==> src/rtl/filter_config_sequencer_pkg.sv <==
// Shared definitions for the filter configuration sequencer.
//   - seq_state_e : 2-bit FSM state encoding, also exposed on the debug port
//   - ADDR_*      : register-interface byte addresses
//   - *_W         : configuration bus and counter widths
package filter_config_sequencer_pkg;

    typedef enum logic [1:0] {
        IDLE       = 2'd0,
        WAIT_QUIET = 2'd1,
        APPLY      = 2'd2,
        SETTLE     = 2'd3
    } seq_state_e;

    localparam logic [1:0] ADDR_SIG = 2'd0;  // signal_config
    localparam logic [1:0] ADDR_FLO = 2'd1;  // filter_config[7:0]
    localparam logic [1:0] ADDR_FHI = 2'd2;  // filter_config[15:8]

    localparam int SIG_CFG_W  = 8;
    localparam int FILT_CFG_W = 16;
    localparam int CNT_W      = 8;   // quiet and settle counters (1..255)
    localparam int WAIT_CNT_W = 10;  // timeout counter (up to 1023)

endpackage

==> src/rtl/filter_config_sequencer_quiet_detector.sv <==
// Counts consecutive cycles in which both signal lines are low.
//   CLK, RESET : clock, asynchronous active-high reset
//   clear      : hold the count at zero (asserted whenever the owner is not waiting)
//   SIGNAL1/2  : monitored signal lines
//   quiet      : high in the cycle that completes QUIET_CYCLES consecutive quiet
//                cycles, i.e. quiet_cnt (including this cycle) >= QUIET_CYCLES
module quiet_detector
    import filter_config_sequencer_pkg::*;
#(
    parameter int unsigned QUIET_CYCLES = 8
) (
    input  logic CLK,
    input  logic RESET,
    input  logic clear,
    input  logic SIGNAL1,
    input  logic SIGNAL2,
    output logic quiet
);

    localparam logic [CNT_W-1:0] QUIET_LAST = CNT_W'(QUIET_CYCLES - 1);

    logic [CNT_W-1:0] quiet_cnt;
    logic             both_low;

    assign both_low = !SIGNAL1 && !SIGNAL2;

    // The owner leaves the waiting state as soon as quiet fires, so the
    // count never runs past QUIET_CYCLES and cannot wrap.
    always_ff @(posedge CLK or posedge RESET) begin
        if (RESET) begin
            quiet_cnt <= '0;
        end else if (clear || !both_low) begin
            quiet_cnt <= '0;
        end else begin
            quiet_cnt <= quiet_cnt + 1'b1;
        end
    end

    // Counting the current cycle combinationally lets the apply follow the
    // last quiet cycle directly instead of one cycle later.
    assign quiet = both_low && (quiet_cnt >= QUIET_LAST);

endmodule

==> src/rtl/filter_config_sequencer.sv <==
// Sequences configuration of the signal-input and staged-filter stages.
// Byte writes land in shadow registers; a commit waits for both signal lines
// to be quiet (or for a timeout), copies the shadows to the live buses, holds
// read_mode for a settle window and then pulses cfg_done.
//   wr_valid/wr_ready/wr_addr/wr_data : shadow write port (accepted in IDLE only)
//   commit                            : start an apply sequence (IDLE only)
//   SIGNAL1/SIGNAL2                   : lines that must be quiet before apply
//   signal_config/filter_config       : live configuration buses
//   read_mode, busy                   : high whenever the FSM is not IDLE
//   cfg_done                          : one-cycle pulse on the first IDLE cycle
//   addr_err, timeout                 : sticky flags, cleared by an accepted commit
//   state_dbg                         : current FSM state
//
// Handshake: a write transfers on a rising edge where wr_valid && wr_ready;
// wr_ready is a pure function of state and never depends on wr_valid.
module filter_config_sequencer
    import filter_config_sequencer_pkg::*;
#(
    parameter int unsigned              QUIET_CYCLES   = 8,
    parameter int unsigned              SETTLE_CYCLES  = 16,
    parameter int unsigned              TIMEOUT_CYCLES = 1023,
    parameter logic [SIG_CFG_W-1:0]     SIG_CFG_RESET  = 8'hC3,
    parameter logic [FILT_CFG_W-1:0]    FILT_CFG_RESET = 16'h0000
) (
    input  logic                  CLK,
    input  logic                  RESET,
    input  logic                  wr_valid,
    output logic                  wr_ready,
    input  logic [1:0]            wr_addr,
    input  logic [7:0]            wr_data,
    input  logic                  commit,
    input  logic                  SIGNAL1,
    input  logic                  SIGNAL2,
    output logic [SIG_CFG_W-1:0]  signal_config,
    output logic [FILT_CFG_W-1:0] filter_config,
    output logic                  read_mode,
    output logic                  busy,
    output logic                  cfg_done,
    output logic                  addr_err,
    output logic                  timeout,
    output seq_state_e            state_dbg
);

    localparam logic [CNT_W-1:0]      SETTLE_LAST  = CNT_W'(SETTLE_CYCLES - 1);
    localparam logic [WAIT_CNT_W-1:0] TIMEOUT_LAST = WAIT_CNT_W'(TIMEOUT_CYCLES - 1);

    seq_state_e             state, state_next;
    logic [SIG_CFG_W-1:0]   sig_shadow;
    logic [FILT_CFG_W-1:0]  filt_shadow;
    logic [WAIT_CNT_W-1:0]  wait_cnt;
    logic [CNT_W-1:0]       settle_cnt;
    logic                   quiet;
    logic                   wait_expired;
    logic                   settle_done;
    logic                   wr_fire;
    logic                   commit_fire;

    quiet_detector #(.QUIET_CYCLES(QUIET_CYCLES)) u_quiet (
        .CLK     (CLK),
        .RESET   (RESET),
        .clear   (state != WAIT_QUIET),
        .SIGNAL1 (SIGNAL1),
        .SIGNAL2 (SIGNAL2),
        .quiet   (quiet)
    );

    assign wr_ready     = (state == IDLE);
    assign wr_fire      = wr_valid && wr_ready;
    assign commit_fire  = commit && (state == IDLE);
    assign wait_expired = (wait_cnt == TIMEOUT_LAST);
    assign settle_done  = (state == SETTLE) && (settle_cnt == SETTLE_LAST);
    // Decoded straight from state so reset drops them without waiting for a clock.
    assign read_mode    = (state != IDLE);
    assign busy         = (state != IDLE);
    assign state_dbg    = state;

    always_ff @(posedge CLK or posedge RESET) begin
        if (RESET) state <= IDLE;
        else       state <= state_next;
    end

    always_comb begin
        state_next = state;
        case (state)
            IDLE:       if (commit) state_next = WAIT_QUIET;
            WAIT_QUIET: if (quiet || wait_expired) state_next = APPLY;
            APPLY:      state_next = SETTLE;
            SETTLE:     if (settle_done) state_next = IDLE;
            default:    state_next = IDLE;
        endcase
    end

    // Counters are held at zero outside their own state, so each starts at 0
    // on entry.
    always_ff @(posedge CLK or posedge RESET) begin
        if (RESET) begin
            wait_cnt   <= '0;
            settle_cnt <= '0;
            cfg_done   <= 1'b0;
        end else begin
            wait_cnt   <= (state == WAIT_QUIET) ? wait_cnt + 1'b1 : '0;
            settle_cnt <= (state == SETTLE) ? settle_cnt + 1'b1 : '0;
            cfg_done   <= settle_done;
        end
    end

    // Shadows and addr_err. A write and a commit in the same cycle both take
    // effect: the write lands at this edge and the apply happens later.
    always_ff @(posedge CLK or posedge RESET) begin
        if (RESET) begin
            sig_shadow  <= SIG_CFG_RESET;
            filt_shadow <= FILT_CFG_RESET;
            addr_err    <= 1'b0;
        end else begin
            if (wr_fire) begin
                case (wr_addr)
                    ADDR_SIG: sig_shadow        <= wr_data;
                    ADDR_FLO: filt_shadow[7:0]  <= wr_data;
                    ADDR_FHI: filt_shadow[15:8] <= wr_data;
                    default:  addr_err          <= 1'b1;
                endcase
            end
            if (commit_fire) addr_err <= 1'b0;
        end
    end

    // timeout is only set when the wait expired without quiet in the same cycle.
    always_ff @(posedge CLK or posedge RESET) begin
        if (RESET) begin
            timeout <= 1'b0;
        end else if (commit_fire) begin
            timeout <= 1'b0;
        end else if ((state == WAIT_QUIET) && wait_expired && !quiet) begin
            timeout <= 1'b1;
        end
    end

    always_ff @(posedge CLK or posedge RESET) begin
        if (RESET) begin
            signal_config <= SIG_CFG_RESET;
            filter_config <= FILT_CFG_RESET;
        end else if (state == APPLY) begin
            signal_config <= sig_shadow;
            filter_config <= filt_shadow;
        end
    end

endmodule
==> config.mk <==
export PLATFORM = sky130hd
export DESIGN_NAME = filter_config_sequencer
export DESIGN_NICKNAME = d
export VERILOG_FILES = /design/src/rtl/filter_config_sequencer_pkg.sv /design/src/rtl/filter_config_sequencer_quiet_detector.sv /design/src/rtl/filter_config_sequencer.sv
export SDC_FILE = /design/constraint.sdc
export NUM_CORES = 1
export LEC_CHECK = 0
export BUFFER_PORTS_ARGS = -buffer_cell sky130_fd_sc_hd__buf_2
export CORE_ASPECT_RATIO = 1.5
export CORE_MARGIN = 4
export CORE_UTILIZATION = 55
export CTS_BUF_LIST = sky130_fd_sc_hd__clkbuf_16
export CTS_CLUSTER_DIAMETER = 30
export DETAILED_ROUTE_END_ITERATION = 7
export PLACE_DENSITY = 0.8
export SYNTH_ARGS = -nofsm -noshare
export SYNTH_HDL_FRONTEND = slang
export SYNTH_SLANG_ARGS = --single-unit
==> constraint.sdc <==
create_clock -name CLK -period 2.7 [get_ports CLK]
set_input_delay 0.135 -clock CLK [delete_from_list [all_inputs] [get_ports CLK]]
set_output_delay 0.135 -clock CLK [all_outputs]
set_load 0.05 [all_outputs]
==> flow_results.xml, run 1 <==
<?xml version="1.0" encoding="UTF-8"?>
<metrics>
  <group name="placed_design">
    <metric name="port_buffers" unit="">47</metric>
    <metric name="post_dp_cell_area" unit="mm^2">0.00361</metric>
    <metric name="finalWeightedCongestion" unit="">0.744</metric>
    <metric name="place_hpwl" unit="um">4130</metric>
    <metric name="post-place-ws" unit="ps">642</metric>
  </group>
  <group name="layout">
    <metric name="post-route-cell-area" unit="mm^2">0.00391</metric>
    <metric name="mostFrequentLayoutCell" unit="">dfrtp_1</metric>
    <metric name="final-seq-area" unit="mm^2">0.00199</metric>
    <metric name="final_cell_mix" unit="">dfrtp_1 (71), mux2_2 (48), buf_2 (47), nor2_1 (18), xor2_1 (10)</metric>
    <metric name="synthToLayoutAreaGrowth" unit="%">19.4</metric>
    <metric name="multi_input_area" unit="mm^2">0.00124</metric>
    <metric name="drive_above_1_share" unit="">0.408</metric>
    <metric name="fillerInstances" unit="">438</metric>
    <metric name="layout.nets" unit="">323</metric>
    <metric name="antennaDiodeCount" unit="">0</metric>
  </group>
  <group name="clock_tree">
    <metric name="clock_path_buffers" unit="">2</metric>
    <metric name="tritoncts" unit="">yes</metric>
    <metric name="clock_insertion_delay_worst_skew" unit="ps">330</metric>
    <metric name="cts_buffers" unit="">9</metric>
    <metric name="cts.clk_slew.worst_paths" unit="ps">60</metric>
    <metric name="post_cts_resize_count" unit="">0</metric>
    <metric name="level_count_of_the_clock_h_tree" unit="">3</metric>
    <metric name="root_buffer" unit="">clkbuf_16</metric>
    <metric name="clock_sink_total" unit="">79</metric>
  </group>
  <group name="worst_setup_path">
    <metric name="path_class" unit="">reg2reg</metric>
    <metric name="setup.reg_to_reg.worst_slack" unit="ps">650</metric>
    <metric name="worst_r2r_endpoint" unit="">state_dbg[1]$_DFFE_PP0P_</metric>
    <metric name="worst_ep_required" unit="ps">2910</metric>
    <metric name="reg2regPathDepth" unit="">6</metric>
    <metric name="startpoint" unit="">state_dbg[1]$_DFFE_PP0P_</metric>
    <metric name="worst_ep_arrival_time" unit="ps">2260</metric>
    <metric name="cp-end-kind" unit="">flop</metric>
    <metric name="timing.rr.start" unit="">state_dbg[1]$_DFFE_PP0P_</metric>
    <metric name="cp_max_fo" unit="">5</metric>
    <metric name="timing.critical_path.from_type" unit="">flop</metric>
  </group>
  <group name="timing">
    <metric name="final_critical_period" unit="ps">2050</metric>
    <metric name="slew_headroom" unit="">0.478</metric>
    <metric name="skew" unit="ps">5.30</metric>
    <metric name="slew_viol_final" unit="">0</metric>
    <metric name="worst_pin_slew" unit="ps">781</metric>
    <metric name="finalHoldViolations" unit="">0</metric>
    <metric name="postLayoutSetupSlackWorst" unit="ps">649</metric>
    <metric name="worst_hold_slack_after_final_layout" unit="ps">25.8</metric>
    <metric name="maxClockFrequency" unit="GHz">0.487</metric>
    <metric name="grt_setup_unrepaired" unit="">false</metric>
    <metric name="setup_total_negative_slack" unit="ps">0</metric>
    <metric name="timing.final.crit_share" unit="">0.760</metric>
    <metric name="timing.final.setup_violations" unit="">0</metric>
  </group>
  <group name="yosys">
    <metric name="synthArstFlopShare" unit="">1.00</metric>
    <metric name="synthTopCellsByArea" unit="">dfrtp_1 (54%), mux2_2 (17%), dfstp_2 (6.4%)</metric>
    <metric name="synth_flop_cell" unit="">dfrtp_1</metric>
    <metric name="total_standard_cell_area_after_synthesis" unit="mm^2">0.00327</metric>
    <metric name="postSynthNetCount" unit="">267</metric>
    <metric name="avgSynthCellArea" unit="um^2">13.5</metric>
    <metric name="netlist_instances" unit="">243</metric>
    <metric name="synthDominantCellAreaShare" unit="">0.543</metric>
    <metric name="synth_edf_count" unit="">0</metric>
    <metric name="ys_types" unit="">35</metric>
    <metric name="ys_warn_count" unit="">0</metric>
    <metric name="synth.largest_area_cell" unit="">dfrtp_1</metric>
    <metric name="seq_area_frac_synth" unit="">0.607</metric>
    <metric name="synth.ff_latch_count" unit="">79</metric>
  </group>
  <group name="global_routing">
    <metric name="grt_overflow_total" unit="">0</metric>
    <metric name="grt_antenna_before_repair" unit="">0</metric>
    <metric name="via_count_of_the_first_global_routing_pass" unit="">2155</metric>
    <metric name="global_route_wire_length_before_repair" unit="um">10200</metric>
    <metric name="groute.usage.overall" unit="">0.181</metric>
    <metric name="grt_start_max_net_pins" unit="">42</metric>
  </group>
  <group name="run">
    <metric name="max_cap_violations" unit="">0</metric>
  </group>
  <group name="floorplan">
    <metric name="io_pins" unit="">48</metric>
    <metric name="die_w" unit="um">71</metric>
    <metric name="initial_core_utilization" unit="">0.566</metric>
    <metric name="num_rows" unit="">34</metric>
    <metric name="die_h" unit="um">103</metric>
    <metric name="die_area" unit="mm^2">0.00728</metric>
    <metric name="design.core.area" unit="mm^2">0.00579</metric>
  </group>
  <group name="run_status">
    <metric name="outcome" unit="">complete, no violations</metric>
  </group>
  <group name="drt">
    <metric name="antenna_left" unit="">0</metric>
    <metric name="route.vias.total" unit="">1998</metric>
    <metric name="detail_route.wl_per_cell" unit="um">15.6</metric>
    <metric name="remaining_drc_errors" unit="">0</metric>
    <metric name="detail_route.vias_per_cell" unit="">5.31</metric>
    <metric name="detail_route.first_pass.iterations" unit="">4</metric>
    <metric name="aggregate_routed_wire_length" unit="um">5870</metric>
    <metric name="initialDrtViolationCount" unit="">48</metric>
  </group>
  <group name="pwr">
    <metric name="cellInternalPower" unit="mW">2.91</metric>
    <metric name="power.switching" unit="mW">1.76</metric>
    <metric name="sequentialPowerShare" unit="">0.381</metric>
    <metric name="fin_total_pwr" unit="mW">4.67</metric>
    <metric name="p_leak" unit="nW">1.92</metric>
    <metric name="pwr-share-comb" unit="">0.371</metric>
    <metric name="vdd_ir_drop_max" unit="uV">881</metric>
    <metric name="swShare" unit="">0.377</metric>
    <metric name="powerDensity" unit="mW/mm^2">1200</metric>
    <metric name="power.share.clock" unit="">0.248</metric>
  </group>
  <group name="min_path">
    <metric name="min_path_cells" unit="">2</metric>
    <metric name="holdCritPathClass" unit="">in2reg</metric>
    <metric name="worst_hold_startpoint" unit="">commit</metric>
    <metric name="worst_hold_path_endpoint" unit="">addr_err$_DFFE_PP0P_</metric>
  </group>
</metrics>
==> layout make-up <==
type,instances,area share
Clock inverter,7,0.0170
Tap cell,72,0.0230
Clock buffer,9,0.0576
Multi-Input combinational cell,152,0.317
Timing Repair Buffer,51,0.0717
Inverter,6,0.00576
Sequential cell,79,0.508
==> Yosys cell counts (2+ instances only) <==
cell type and instances:
inv_1 6, clkbuf_1 4, xor2_1 10, ha_1 8
nand4_1 2, nor3_1 2, dfstp_2 8, a21oi_1 4
nand2_1 6, o21ai_0 4, and2_1 7, xnor2_1 8
nor2_1 18, nand3_1 9, and3_1 6, nor2b_1 3
or3_1 3, dfrtp_1 71, mux2_2 48
==> kinds of logic (layout without fill, tap and decap cells) <==
group                      Yosys count  in the layout  share of synthesized area
AOI/OAI and AO/OA                   12             12                     0.0229
and+or+nand+nor                     64             64                      0.104
muxes                               50             50                      0.173
xor gates and xnor gates            18             18                     0.0481
adders and majority gates            8              8                     0.0306
buffers and inverters               12             73                     0.0149
DFF                                 79             79                      0.607
==> metal layers <==
layer  wire [um]  up-vias  global-route usage
li1            -      955                   -
met1        2430      992               0.217
met2        2980       43               0.303
met3         357        8              0.0537
met4         106        0              0.0825
met5           0        -                   0
==> per-stage QoR <==
stage                      util  std cells
final                     0.676        376
after floorplan               -        243
after global placement    0.624        359
after CTS                 0.676        376
after global routing      0.676        376
after detailed placement  0.624        359
==> worst max-delay path by stage <==
| stage | endpoint | slack, ps | cells after the start |
|---|---|---|---|
| 2_1_floorplan | state_dbg[1]$_DFFE_PP0P_ | 90 | 7 |
| 3_3_place_gp | state_dbg[1]$_DFFE_PP0P_ | 770 | 6 |
| 3_5_place_dp | state_dbg[1]$_DFFE_PP0P_ | 640 | 6 |
| 4_1_cts | state_dbg[1]$_DFFE_PP0P_ | 630 | 6 |
| 5_1_grt | state_dbg[1]$_DFFE_PP0P_ | 500 | 6 |
| 6_report | state_dbg[1]$_DFFE_PP0P_ | 650 | 6 |
==> sequential cells by signal, indices dropped and copies added (netlist names) <==
register,cells
addr_err,1
cfg_done,1
filt_shadow,16
filter_config,16
settle_cnt,8
sig_shadow,8
signal_config,8
state_dbg,2
timeout,1
u_quiet.quiet_cnt,8
wait_cnt,10
==> worst max-delay path, stage by stage, from the launching register on <==
cell and delay (ps):
dfrtp_1 420, inv_1 90, ha_1 170, or4b_1 440, o21ai_0 240, a221o_1 260
mux2_4 310
==> power by group through the flow <==
stage	logic (mW)	clock network (mW)	registers, mW
after CTS	1.76	1.19	1.78
after global routing	1.85	1.24	1.83
after floorplan	0.815	0	2.34
after detailed placement	1.75	0	1.80
final	1.73	1.16	1.78
after global placement	1.71	0	1.78
==> timing repair <==
action	in CTS	in global routing
hold endpoints to repair	34	0
hold buffers	1	0
setup buffers	0	0
Power figures use the tool's default switching activity.
==> run 2, diff against run 1 <==
==> constraint.sdc (replaced) <==
create_clock -name CLK -period 2.1 [get_ports CLK]
set_input_delay 0.105 -clock CLK [delete_from_list [all_inputs] [get_ports CLK]]
set_output_delay 0.105 -clock CLK [all_outputs]
set_load 0.05 [all_outputs]
==> flow_results.xml, run 2 (synthesis results as in run 1) <==
<?xml version="1.0" encoding="UTF-8"?>
<metrics>
  <group name="worst_setup_path">
    <metric name="worst_ep_required" unit="ps">2310</metric>
    <metric name="cp_max_fo" unit="">5</metric>
    <metric name="timing.critical_path.from_type" unit="">flop</metric>
    <metric name="worst_ep_arrival_time" unit="ps">2150</metric>
    <metric name="setup.reg_to_reg.worst_slack" unit="ps">160</metric>
    <metric name="cp-end-kind" unit="">flop</metric>
    <metric name="path_class" unit="">reg2reg</metric>
  </group>
  <group name="drt">
    <metric name="remaining_drc_errors" unit="">0</metric>
    <metric name="aggregate_routed_wire_length" unit="um">6090</metric>
    <metric name="detail_route.vias_per_cell" unit="">5.39</metric>
    <metric name="initialDrtViolationCount" unit="">93</metric>
    <metric name="detail_route.first_pass.iterations" unit="">4</metric>
    <metric name="detail_route.wl_per_cell" unit="um">16.1</metric>
    <metric name="route.vias.total" unit="">2041</metric>
    <metric name="antenna_left" unit="">0</metric>
  </group>
  <group name="layout">
    <metric name="fillerInstances" unit="">427</metric>
    <metric name="post-route-cell-area" unit="mm^2">0.00402</metric>
    <metric name="final_cell_mix" unit="">dfrtp_1 (69), mux2_2 (48), buf_2 (47), nor2_1 (18), xor2_1 (10)</metric>
    <metric name="drive_above_1_share" unit="">0.427</metric>
    <metric name="antennaDiodeCount" unit="">0</metric>
    <metric name="layout.nets" unit="">326</metric>
    <metric name="mostFrequentLayoutCell" unit="">dfrtp_1</metric>
    <metric name="final_util" unit="">0.694</metric>
    <metric name="reg.largest.list" unit="">filt_shadow x16, filter_config x16, wait_cnt x10</metric>
    <metric name="synthToLayoutAreaGrowth" unit="%">22.7</metric>
  </group>
  <group name="global_routing">
    <metric name="grt_start_max_net_pins" unit="">80</metric>
    <metric name="groute.usage.overall" unit="">0.190</metric>
    <metric name="grt_antenna_before_repair" unit="">0</metric>
    <metric name="via_count_of_the_first_global_routing_pass" unit="">2247</metric>
    <metric name="global_route_wire_length_before_repair" unit="um">10600</metric>
    <metric name="grt_overflow_total" unit="">0</metric>
  </group>
  <group name="timing">
    <metric name="timing.final.setup_violations" unit="">0</metric>
    <metric name="maxClockFrequency" unit="GHz">0.514</metric>
    <metric name="finalHoldViolations" unit="">0</metric>
    <metric name="timing.final.crit_share" unit="">0.926</metric>
    <metric name="worst_hold_slack_after_final_layout" unit="ps">36.1</metric>
    <metric name="postLayoutSetupSlackWorst" unit="ps">156</metric>
    <metric name="skew" unit="ps">7.15</metric>
    <metric name="slew_headroom" unit="">0.682</metric>
    <metric name="slew_viol_final" unit="">0</metric>
    <metric name="grt_setup_unrepaired" unit="">false</metric>
    <metric name="final_critical_period" unit="ps">1940</metric>
    <metric name="worst_pin_slew" unit="ps">475</metric>
  </group>
  <group name="min_path">
    <metric name="holdCritPathClass" unit="">in2reg</metric>
  </group>
  <group name="floorplan">
    <metric name="design.core.area" unit="mm^2">0.00579</metric>
    <metric name="io_pins" unit="">48</metric>
    <metric name="die_w" unit="um">71</metric>
    <metric name="initial_core_utilization" unit="">0.566</metric>
    <metric name="die_h" unit="um">103</metric>
    <metric name="die_area" unit="mm^2">0.00728</metric>
    <metric name="num_rows" unit="">34</metric>
  </group>
  <group name="pwr">
    <metric name="powerDensity" unit="mW/mm^2">1590</metric>
    <metric name="vdd_ir_drop_max" unit="uV">992</metric>
    <metric name="p_leak" unit="nW">1.95</metric>
    <metric name="fin_total_pwr" unit="mW">6.39</metric>
  </group>
  <group name="placed_design">
    <metric name="finalWeightedCongestion" unit="">0.767</metric>
    <metric name="post_dp_cell_area" unit="mm^2">0.00364</metric>
    <metric name="place_hpwl" unit="um">4200</metric>
    <metric name="post-place-ws" unit="ps">29.5</metric>
    <metric name="port_buffers" unit="">47</metric>
  </group>
  <group name="clock_tree">
    <metric name="clock_sink_total" unit="">79</metric>
    <metric name="clock_insertion_delay_worst_skew" unit="ps">330</metric>
    <metric name="root_buffer" unit="">clkbuf_16</metric>
    <metric name="clock_path_buffers" unit="">2</metric>
    <metric name="tritoncts" unit="">yes</metric>
    <metric name="level_count_of_the_clock_h_tree" unit="">3</metric>
    <metric name="cts.clk_slew.worst_paths" unit="ps">60</metric>
    <metric name="cts_buffers" unit="">9</metric>
  </group>
  <group name="run_status">
    <metric name="outcome" unit="">complete, no violations</metric>
  </group>
  <group name="run">
    <metric name="max_cap_violations" unit="">0</metric>
  </group>
</metrics>
-- run 2: changes by cell type in the layout (fill, tap and decap cells not counted), moves of 2 or more --
| cell | previous run | this run |
|---|---|---|
| dfrtp_2 | 0 | 2 |
| inv_1 | 7 | 5 |
| buf_4 | 2 | 4 |
| bufinv_16 | 1 | 3 |
| dfrtp_1 | 71 | 69 |
-- run 2: power by group --
group	total [mW]	internal [mW]	switching, mW
clock	1.76	1.16	0.600
sequential	2.30	2.04	0.254
combinational	2.33	0.855	1.48
-- run 2: metal layers --
| layer | wire length, um | global-route usage | part of all wire |
|---|---|---|---|
| met1 | 2380 | 0.222 | 0.39 |
| met2 | 3170 | 0.317 | 0.52 |
| met3 | 385 | 0.0576 | 0.063 |
| met4 | 144 | 0.0999 | 0.024 |
| met5 | 0 | 0 | 0 |
-- run 2: final timing paths --
| check | startpoint | end | cells after the start |
|---|---|---|---|
| hold / removal | wr_data[2] | filt_shadow[10]$_DFFE_PP0P_ | 2 |
| max in group asynchronous | RESET | signal_config[0]$_DFFE_PP1P_ | 4 |
| setup / recovery | state_dbg[1]$_DFFE_PP0P_ | state_dbg[1]$_DFFE_PP0P_ | 6 |
| setup reg to reg | state_dbg[1]$_DFFE_PP0P_ | state_dbg[1]$_DFFE_PP0P_ | 6 |
| min in group asynchronous | RESET | filter_config[10]$_DFFE_PP0P_ | 4 |
| hold reg to reg | settle_cnt[0]$_DFF_PP0_ | settle_cnt[0]$_DFF_PP0_ | 1 |
-- run 2: what timing repair did --
action / in CTS / in global routing
gates resized for setup: 0 / 1
hold buffers: 2 / 0
setup buffers: 0 / 1
endpoints found under the setup margin: 0 / 2
endpoints found under the hold margin: 73 / 0
-- run 2: area by class of cell --
class                   count  area (um^2)  area share
well taps                  72         90.1      0.0224
clock buffers               9          225      0.0561
multi-input cells         152         1260       0.313
flip-flops and latches     79         1990       0.495
clock inverters             7          119      0.0296
repair buffers             54          305      0.0760
inverters                   6         30.0     0.00748
-- run 2: stage by stage --
stage          TNS (ps)  instances
5_1_grt               0        379
3_3_place_gp          0        360
3_5_place_dp          0        360
4_1_cts               0        378
2_1_floorplan     -59.2        243
6_report              0        379
-- run 2: worst max-delay path: stages (launching register included) --
cell     delay [ps]
dfrtp_2         440
inv_1            80
ha_1            150
or4b_1          420
o21ai_1         200
a221o_1         230
mux2_4          310
